===== config.mk =====
export PLATFORM = sky130hd
export DESIGN_NAME = md_unit_iter_flat
export DESIGN_NICKNAME = d
export VERILOG_FILES = /design/src/rtl/md_unit_iter_if.sv /design/src/rtl/md_unit_iter.sv /design/src/flat_wrapper.sv
export SDC_FILE = /design/constraint.sdc
export NUM_CORES = 2
export LEC_CHECK = 0
export ABC_AREA = 1
export CAP_MARGIN = 20
export CORE_MARGIN = 1.5
export CORE_UTILIZATION = 27
export CTS_CLUSTER_SIZE = 16
export DETAILED_ROUTE_END_ITERATION = 10
export SYNTH_ARGS = -nofsm -noshare
export SYNTH_HDL_FRONTEND = slang
export SYNTH_SLANG_ARGS = --single-unit

===== constraint.sdc =====
create_clock -name clk -period 31.6 [get_ports clk]
set_input_delay 3.16 -clock clk [delete_from_list [all_inputs] [get_ports clk]]
set_output_delay 3.16 -clock clk [all_outputs]
set_load 0.005 [all_outputs]

===== src/rtl/md_unit_iter_if.sv =====
// rtl/md_unit_iter_if.sv - issue/result bundle between the E stage and the multiply/divide unit
interface md_unit_iter_if #(
    parameter int WIDTH = 32
);
    logic             start;
    logic [2:0]       op;
    logic [WIDTH-1:0] a;
    logic [WIDTH-1:0] b;
    logic             req;
    logic             busy;
    logic             done;
    logic [WIDTH-1:0] hi;
    logic [WIDTH-1:0] lo;

    modport master (output start, op, a, b, req, input busy, done, hi, lo);
    modport slave  (input start, op, a, b, req, output busy, done, hi, lo);
endinterface


===== src/rtl/md_unit_iter.sv =====
// rtl/md_unit_iter.sv - iterative shift-add multiply / restoring divide unit owning HI/LO
module md_unit_iter #(
    parameter int WIDTH    = 32,
    parameter int MUL_BITS = 8
) (
    input logic          clk,
    input logic          rst,
    md_unit_iter_if.slave bus
);
    localparam int CW = $clog2(WIDTH + 1);

    localparam logic [1:0] S_IDLE = 2'd0;
    localparam logic [1:0] S_MUL  = 2'd1;
    localparam logic [1:0] S_DIV  = 2'd2;
    localparam logic [1:0] S_FIX  = 2'd3;

    localparam logic [2:0] OP_MULT = 3'd0;
    localparam logic [2:0] OP_DIV  = 3'd2;
    localparam logic [2:0] OP_DIVU = 3'd3;
    localparam logic [2:0] OP_MTHI = 3'd4;
    localparam logic [2:0] OP_MTLO = 3'd5;
    localparam logic [2:0] OP_MADD = 3'd6;
    localparam logic [2:0] OP_MSUB = 3'd7;

    logic [1:0]         state;
    logic [2:0]         op_r;
    logic [CW-1:0]      cnt;
    logic               neg_q, neg_r;
    logic [WIDTH-1:0]   a_r, mb, sh, rem;
    logic [2*WIDTH-1:0] acc, mcand;
    logic [WIDTH-1:0]   hi_r, lo_r;
    logic               done_r;

    logic               issue, signed_op;
    logic [WIDTH-1:0]   a_mag, b_mag;
    logic [2*WIDTH-1:0] pp, prod, res;
    logic [WIDTH:0]     shifted, trial;

    assign issue     = bus.start && !bus.req && (state == S_IDLE);
    assign signed_op = (bus.op == OP_MULT) || (bus.op == OP_DIV) ||
                       (bus.op == OP_MADD) || (bus.op == OP_MSUB);
    assign a_mag     = (signed_op && bus.a[WIDTH-1]) ? -bus.a : bus.a;
    assign b_mag     = (signed_op && bus.b[WIDTH-1]) ? -bus.b : bus.b;

    // One multiplier digit per cycle: sum of MUL_BITS shifted copies of the multiplicand.
    always_comb begin
        pp = '0;
        for (int i = 0; i < MUL_BITS; i++) begin
            if (sh[i]) pp = pp + (mcand << i);
        end
    end

    // trial[WIDTH] set means the subtraction went negative and the old remainder is kept.
    assign shifted = {rem, sh[WIDTH-1]};
    assign trial   = shifted - {1'b0, mb};
    assign prod    = neg_q ? -acc : acc;

    // Signed magnitudes make most-negative / -1 fall out as quotient 2^(WIDTH-1), remainder 0.
    always_comb begin
        res = prod;
        if (op_r == OP_DIV || op_r == OP_DIVU) begin
            if (mb == '0) res = {a_r, {WIDTH{1'b1}}};
            else          res = {(neg_r ? -rem : rem), (neg_q ? -sh : sh)};
        end else if (op_r == OP_MADD) begin
            res = {hi_r, lo_r} + prod;
        end else if (op_r == OP_MSUB) begin
            res = {hi_r, lo_r} - prod;
        end
    end

    always_ff @(posedge clk or negedge rst) begin
        if (!rst) begin
            state  <= S_IDLE;
            op_r   <= '0;
            cnt    <= '0;
            neg_q  <= 1'b0;
            neg_r  <= 1'b0;
            a_r    <= '0;
            mb     <= '0;
            sh     <= '0;
            rem    <= '0;
            acc    <= '0;
            mcand  <= '0;
            hi_r   <= '0;
            lo_r   <= '0;
            done_r <= 1'b0;
        end else begin
            done_r <= 1'b0;
            case (state)
                S_IDLE: begin
                    if (issue) begin
                        op_r  <= bus.op;
                        neg_q <= signed_op && (bus.a[WIDTH-1] ^ bus.b[WIDTH-1]);
                        neg_r <= signed_op && bus.a[WIDTH-1];
                        a_r   <= bus.a;
                        if (bus.op == OP_MTHI) begin
                            hi_r <= bus.a;
                        end else if (bus.op == OP_MTLO) begin
                            lo_r <= bus.a;
                        end else if (bus.op == OP_DIV || bus.op == OP_DIVU) begin
                            state <= S_DIV;
                            cnt   <= CW'(WIDTH);
                            sh    <= a_mag;
                            mb    <= b_mag;
                            rem   <= '0;
                        end else begin
                            state <= S_MUL;
                            cnt   <= CW'(WIDTH / MUL_BITS);
                            acc   <= '0;
                            mcand <= {{WIDTH{1'b0}}, a_mag};
                            sh    <= b_mag;
                        end
                    end
                end
                S_MUL: begin
                    acc   <= acc + pp;
                    mcand <= mcand << MUL_BITS;
                    sh    <= sh >> MUL_BITS;
                    cnt   <= cnt - 1'b1;
                    if (cnt == CW'(1)) state <= S_FIX;
                end
                S_DIV: begin
                    if (trial[WIDTH]) begin
                        rem <= shifted[WIDTH-1:0];
                        sh  <= {sh[WIDTH-2:0], 1'b0};
                    end else begin
                        rem <= trial[WIDTH-1:0];
                        sh  <= {sh[WIDTH-2:0], 1'b1};
                    end
                    cnt <= cnt - 1'b1;
                    if (cnt == CW'(1)) state <= S_FIX;
                end
                default: begin
                    {hi_r, lo_r} <= res;
                    done_r       <= 1'b1;
                    state        <= S_IDLE;
                end
            endcase
        end
    end

    assign bus.busy = (state != S_IDLE);
    assign bus.done = done_r;
    assign bus.hi   = hi_r;
    assign bus.lo   = lo_r;
endmodule


===== src/flat_wrapper.sv =====
// flat-port wrapper written by rule: the top's interface ports become plain ports
module md_unit_iter_flat 
#(
    parameter int WIDTH    = 32,
    parameter int MUL_BITS = 8
)
  (clk, rst, bus_start, bus_op, bus_a, bus_b, bus_req, bus_busy, bus_done, bus_hi, bus_lo);
  md_unit_iter_if #(.WIDTH(WIDTH)) bus_i ();
  input logic clk;
  input logic rst;
  input wire logic [$bits(bus_i.start)-1:0] bus_start;
  input wire logic [$bits(bus_i.op)-1:0] bus_op;
  input wire logic [$bits(bus_i.a)-1:0] bus_a;
  input wire logic [$bits(bus_i.b)-1:0] bus_b;
  input wire logic [$bits(bus_i.req)-1:0] bus_req;
  output wire logic [$bits(bus_i.busy)-1:0] bus_busy;
  output wire logic [$bits(bus_i.done)-1:0] bus_done;
  output wire logic [$bits(bus_i.hi)-1:0] bus_hi;
  output wire logic [$bits(bus_i.lo)-1:0] bus_lo;
  assign bus_i.start = bus_start;
  assign bus_i.op = bus_op;
  assign bus_i.a = bus_a;
  assign bus_i.b = bus_b;
  assign bus_i.req = bus_req;
  assign bus_busy = bus_i.busy;
  assign bus_done = bus_i.done;
  assign bus_hi = bus_i.hi;
  assign bus_lo = bus_i.lo;
  md_unit_iter #(.WIDTH(WIDTH), .MUL_BITS(MUL_BITS)) u_core (.clk(clk), .rst(rst), .bus(bus_i));
endmodule

Yosys cells after proc, flatten, opt, wreduce, memory -nomap -nowiden
Cells that the tools add are included.
Widths: inputs -> output; s select.
{"block": "word_totals", "regBits": 334, "inputBits": 71, "out_inout_bits": 66, "wordCells": 144}
{"block": "classes", "n_addsub": 17, "eq_ne": 21, "mux": 58, "bitwise": 4, "reduce_logical": 30}
{"cell": "$mux 64", "n": 21}
{"cell": "$add 64x64->64", "n": 9}
{"cell": "$mux 32", "n": 18}
{"cell": "$pmux 64 s2", "n": 2}
{"cell": "$pmux 32 s2", "n": 3}
{"cell": "$neg 32->32", "n": 4}
{"cell": "$pmux 32 s3", "n": 1}
{"cell": "$neg 64->64", "n": 1}
{"cell": "$sub 64x64->64", "n": 1}
{"cell": "$sub 33x32->33", "n": 1}
{"cell": "$logic_not 32->1", "n": 1}
{"cell": "$mux 6", "n": 4}
{"cell": "$eq 3x3->1 const B", "n": 6}
{"cell": "$reduce_and 4->1", "n": 4}
{"cell": "$reduce_and 5->1", "n": 3}
{"cell": "$eq 3x2->1 const B", "n": 4}
{"cell": "$ne 2x2->1 const B", "n": 6}
{"cell": "$pmux 6 s2", "n": 1}
{"cell": "$mux 2", "n": 5}
{"cell": "$reduce_bool 2->1", "n": 4}
{"cell": "$eq 6x1->1 const B", "n": 1}
{"cell": "$sub 6x1->6 const B", "n": 1}
{"cell": "$logic_and 1x1->1", "n": 5}
{"cell": "$logic_or 1x1->1", "n": 5}
{"cell": "15 further kinds", "n": 19}

Logic depth before layout (Yosys ltp)
{"block": "depth", "word_depth": 17, "mapped_depth": 116, "depth_no_buf": 110}

Least setup slack after synthesis
OpenSTA, ideal clock, no wires.
{"block": "synth_path", "path_kind": "reg-to-reg", "from": "register u_core.sh[0]", "to": "register u_core.acc[63]", "setup_time_ns": 0.117, "arrival_time_ns": 13.929, "required_ns": 31.483, "setup_slack_ns": 17.554, "stages_incl_launch_ff": 104, "n_path_buf": 6, "period_less_slack_ns": 14.046, "cell_sequence": "dfrtp_1 -> buf_6 -> buf_8 -> clkbuf_1 -> buf_2 -> buf_2 -> buf_2 -> nand2_1 -> inv_1 -> ha_1 -> inv_1 -> fa_1 -> inv_1 -> nand3_2 -> nor2_2 -> nor2_2 -> nor2_4 -> nand2_1 -> (+68 left out) -> nor2_1 -> a221oi_1 -> o211ai_1 -> or2_2 -> nand3_1 -> nand2_1 -> ha_1 -> nand2_1 -> inv_1 -> nand3_1 -> nor2_1 -> nand2_1 -> nor4_1 -> nand2_1 -> nand2_1 -> nand3_1 -> nand3_1 -> nand2_1"}
{"block": "synth_via", "elab_chain_len": 17}
{"item": "start: declaration", "line_no": "md_unit_iter.sv:29", "rtl": "logic [WIDTH-1:0] a_r, mb, sh, rem;"}
{"item": "start signal: assignment", "line_no": "md_unit_iter.sv:103", "rtl": "sh <= a_mag;"}
{"item": "start signal: assignment", "line_no": "md_unit_iter.sv:111", "rtl": "sh <= b_mag;"}
{"item": "start signal: assignment", "line_no": "md_unit_iter.sv:118", "rtl": "sh <= sh >> MUL_BITS;"}
{"item": "$mux 64 *", "line_no": "md_unit_iter.sv:49", "rtl": "if (sh[i]) pp = pp + (mcand << i);"}
{"item": "$add 64x64->64", "line_no": "md_unit_iter.sv:49"}
{"item": "$mux 64 *", "line_no": "md_unit_iter.sv:49"}
{"item": "$add 64x64->64", "line_no": "md_unit_iter.sv:49"}
{"item": "$mux 64 *", "line_no": "md_unit_iter.sv:49"}
{"item": "$add 64x64->64", "line_no": "md_unit_iter.sv:49"}
{"item": "$mux 64 *", "line_no": "md_unit_iter.sv:49"}
{"item": "$add 64x64->64", "line_no": "md_unit_iter.sv:49"}
{"item": "$mux 64 *", "line_no": "md_unit_iter.sv:49"}
{"item": "$add 64x64->64", "line_no": "md_unit_iter.sv:49"}
{"item": "$mux 64 *", "line_no": "md_unit_iter.sv:49"}
{"item": "$add 64x64->64", "line_no": "md_unit_iter.sv:49"}
{"item": "$mux 64 *", "line_no": "md_unit_iter.sv:49"}
{"item": "$add 64x64->64", "line_no": "md_unit_iter.sv:49"}
{"item": "$mux 64 *", "line_no": "md_unit_iter.sv:49"}
{"item": "$add 64x64->64 *", "line_no": "md_unit_iter.sv:116", "rtl": "acc <= acc + pp;"}
{"item": "$pmux 64 s2 *", "line_no": "md_unit_iter.sv:89", "rtl": "case (state)"}
{"item": "end signal: assignment", "line_no": "md_unit_iter.sv:116"}
{"item": "end: declaration", "line_no": "md_unit_iter.sv:30", "rtl": "logic [2*WIDTH-1:0] acc, mcand;"}
Every way passes the cells marked *; elsewhere a longest branch is shown, timed or not.
A chain may end at the register's enable or synchronous reset.

Final worst setup path
{"block": "layout_path", "from": "register u_core.sh[0]", "to": "register u_core.acc[61]"}
The elaborated chain is that of the path after synthesis.

==> flow_summary.json <==
{
  "row_count": 182,
  "portBuffers": 136,
  "clockBufferDepth": 3,
  "fp.dieH_microns": 502,
  "dieArea_sq_mm": 0.252,
  "synth_cells": 11526,
  "synth_edf_count": 0,
  "synth.mux.area_fraction_pct": 0.0149,
  "fillers": 28053,
  "status": "complete, no violations",
  "holdCritPathClass": "reg2reg",
  "grt_usage_pct": 23.6,
  "netlist.area_leader.share_pct": 14.3,
  "slew_violations": 0,
  "critPathMaxStageDelay_ns": 0.81,
  "reg2reg_slack_ns": 13.21,
  "worst_pin_slew_ns": 1.19,
  "cts_hold_buf": 0,
  "worstHoldStart": "u_core.a_r[28]",
  "core_area_sq_mm": 0.247,
  "detail_route.first_pass.iterations": 9,
  "clkTransAtPathRegs_ns": 0.07,
  "yosys.area.top_type": "nand2_1",
  "synth.distinct_cells": 77,
  "synth_area_sq_mm": 0.0672,
  "synthSimpleGateAreaFrac_pct": 31.8,
  "r2r_start": "u_core.sh[0]",
  "finalWorstSetupSlack_ns": 13.21,
  "htreeDepth": 2,
  "synth_xor_area_share_pct": 6.54,
  "route.detailed.drc": 0,
  "io_pins": 137,
  "holdPathEnd": "u_core.a_r[28]",
  "hold_viol": 0,
  "grt_remaining_overflow": 0,
  "period_minus_slack_ns": 18.40,
  "dr.first_iter.drc_count": 8168,
  "fin_crit_sh_pct": 58.2,
  "fmax_ghz": 0.0544,
  "area_delta_synth_final_pct": 9.50,
  "synth-seq-cells": 334,
  "critPathRequiredTime_ns": 32.08,
  "setup_viol": 0,
  "synth.avg_cell_area_sq_um": 5.83,
  "grt_max_degree": 110,
  "synth_top_cells_by_area": "nand2_1 14%, dfrtp_1 12%, ha_1 12%",
  "crit_top_cell": "nand2_1",
  "cp_max_fo": 82,
  "ant_nets": 0,
  "yosysSeqAreaShare_pct": 12.4,
  "rsz0062_at_grt": "no",
  "initial_core_util_pct": 27.3,
  "ys_warn_count": 0,
  "post_cts_buffers": 0,
  "grt_pass1_wl_mm": 456,
  "start_kind": "flop",
  "synth_top_family_by_area": "simple AND/OR/NAND/NOR gates",
  "end_kind": "flop",
  "clock_latency_ns": 0.63,
  "synth_nets": 12274,
  "ys_async_sr_fraction_pct": 100,
  "antenna_found_initial": 5,
  "routabilityCongestion": 1.05,
  "skew_ns": 0.0318,
  "vias": 78053,
  "hpwl_mm": 260,
  "synth_fa_ha_area_share_pct": 12.7,
  "cts.sinks": 334,
  "multi_input_area_sq_mm": 0.0511,
  "slew_headroom_pct": 20.1,
  "wl_per_cell_microns": 20.9,
  "hold_depth": 2,
  "yosys_most_used_dff": "dfrtp_1",
  "dp_slack_ns": 13.32,
  "synth_compound_area_share_pct": 24.8,
  "die_w_microns": 502,
  "cp_slowest_cell": "nor4b_1",
  "cts_tree": "yes",
  "reg2reg_depth": 97,
  "cts-root-buf": "clkbuf_16",
  "r2r_end": "u_core.acc[61]",
  "wl_mm": 309,
  "tns_ns": 0,
  "drv.max_cap_violation_count": 0,
  "seqCellArea_sq_mm": 0.00837,
  "cts_resized": 0,
  "numCtsBuffers": 41,
  "drive_above_1_share_pct": 4.01,
  "grt_pass1_vias": 72334,
  "crit_type": "reg2reg",
  "vias_per_cell": 5.27,
  "finalNetCount": 12232,
  "worst-endpoint-arrival_ns": 18.88
}
==> state kept, by name (all words and copies together), names as in the netlist, 2 cells and up <==
register and count:
u_core.acc 64, u_core.mcand 64, u_core.a_r 32, u_core.bus.hi 32, u_core.bus.lo 32, u_core.mb 32, u_core.rem 32, u_core.sh 32
u_core.cnt 6, u_core.op_r 3, u_core.state 2
==> area by class of cell <==
cell class	instances	share of cell area (%)
Clock buffer	50	1.51
Multi-Input combinational cell	9143	69.4
Sequential cell	334	11.4
Inverter	1733	8.84
Antenna cell	1	0.00340
Timing Repair Buffer	231	2.84
Tap cell	3312	5.63
Clock inverter	20	0.416
==> cell usage after synthesis, types with 7 or more instances <==
| master | count |
|---|---|
| o21ai_1 | 69 |
| o21a_1 | 61 |
| or2_2 | 97 |
| a21oi_1 | 1113 |
| o221ai_1 | 35 |
| o311ai_0 | 11 |
| nand2_1 | 2567 |
| nor4_1 | 77 |
| a31oi_1 | 250 |
| a21oi_2 | 11 |
| o21ai_0 | 774 |
| a21o_1 | 76 |
| clkbuf_1 | 213 |
| dfrtp_1 | 334 |
| o31ai_1 | 29 |
| o2111ai_1 | 21 |
| xnor2_1 | 164 |
| buf_4 | 7 |
| buf_2 | 62 |
| fa_1 | 11 |
| nor3_2 | 8 |
| xor2_1 | 338 |
| nand3_1 | 745 |
| nor2_1 | 1186 |
| nor3_1 | 129 |
| nand2_2 | 34 |
| a21boi_1 | 12 |
| inv_2 | 15 |
| a21boi_0 | 32 |
| nand4_1 | 83 |
| o21ai_2 | 80 |
| and3_1 | 21 |
| o22ai_1 | 81 |
| a211oi_1 | 9 |
| inv_1 | 1711 |
| clkinv_1 | 7 |
| buf_1 | 27 |
| ha_1 | 666 |
| a221oi_1 | 18 |
| o211ai_1 | 106 |
| o21bai_1 | 41 |
| a22oi_1 | 15 |
| nand3b_1 | 22 |
| and2_1 | 87 |
==> worst max-delay path by stage <==
stage / start / cells after the start / endpoint
after floorplan: u_core.sh[0] / 103 / u_core.acc[63]
after global placement: u_core.sh[0] / 95 / u_core.acc[63]
after detailed placement: u_core.sh[0] / 97 / u_core.acc[61]
after CTS: u_core.sh[0] / 97 / u_core.acc[61]
after global routing: u_core.sh[0] / 105 / u_core.acc[63]
final: u_core.sh[0] / 97 / u_core.acc[61]
==> per-stage QoR <==
step | std cells | utilization (%) | area (sq um) | hold slack, ns
finish | 14824 | 29.8 | 73600 | 0.475
global route | 14824 | 29.8 | 73600 | 0.505
CTS | 14822 | 29.8 | 73600 | 0.470
detailed placement | 14752 | 29.3 | 72200 | 0.454
global placement | 14748 | 29.3 | 72200 | 0.450
floorplan | 11526 | - | 67200 | 0.437
==> kinds of logic after synthesis <==
| logic type | Yosys count |
|---|---|
| buffers and inverters | 2049 |
| DFF | 334 |
| AOI/OAI and AO/OA | 2884 |
| xor gates and xnor gates | 502 |
| and+or+nand+nor | 5079 |
| muxes | 1 |
| adders and majority gates | 677 |
==> cells in the final DEF (no fill, tap or decap), drive strengths merged, types with 9 or more instances in the layout <==
master,count
o21bai,42
a211oi,9
a21o,77
nor4,77
and2,87
ha,666
o21a,61
o311ai,13
o21ai,923
or2,103
clkdlybuf4s50,135
buf,95
o31ai,30
clkinv,16
clkbuf,51
fa,11
nand3b,23
o22ai,81
o221ai,35
a21boi,50
a22oi,16
and3,21
a31oi,250
dfrtp,334
nor2,1190
inv,1729
xnor2,164
nor3,137
o2111ai,21
a221oi,18
nand2,2602
o211ai,106
nand3,750
a21oi,1124
xor2,338
nand4,83
==> layer usage <==
metal | vias up | part of all wire [%] | GRT usage (%)
met5 | - | 0.0039 | 0
met4 | 2 | 4.3 | 9.01
met3 | 424 | 8.6 | 3.03
met2 | 3171 | 42 | 36.0
met1 | 36081 | 45 | 33.2
li1 | 38375 | - | -
==> worst max-delay path, delay by kind of cell (launching register included) <==
family	cells	cell delay, ns
DFF	1	0.34
and+or+nand+nor	50	8.04
adders and majority gates	9	2.90
AOI/OAI and AO/OA	21	4.53
xor gates and xnor gates	4	0.77
buffers and inverters	13	1.58
Power is left out: the tool's default activity adds up to more than one toggle a clock period on the data nets, which glitch-free logic cannot reach.
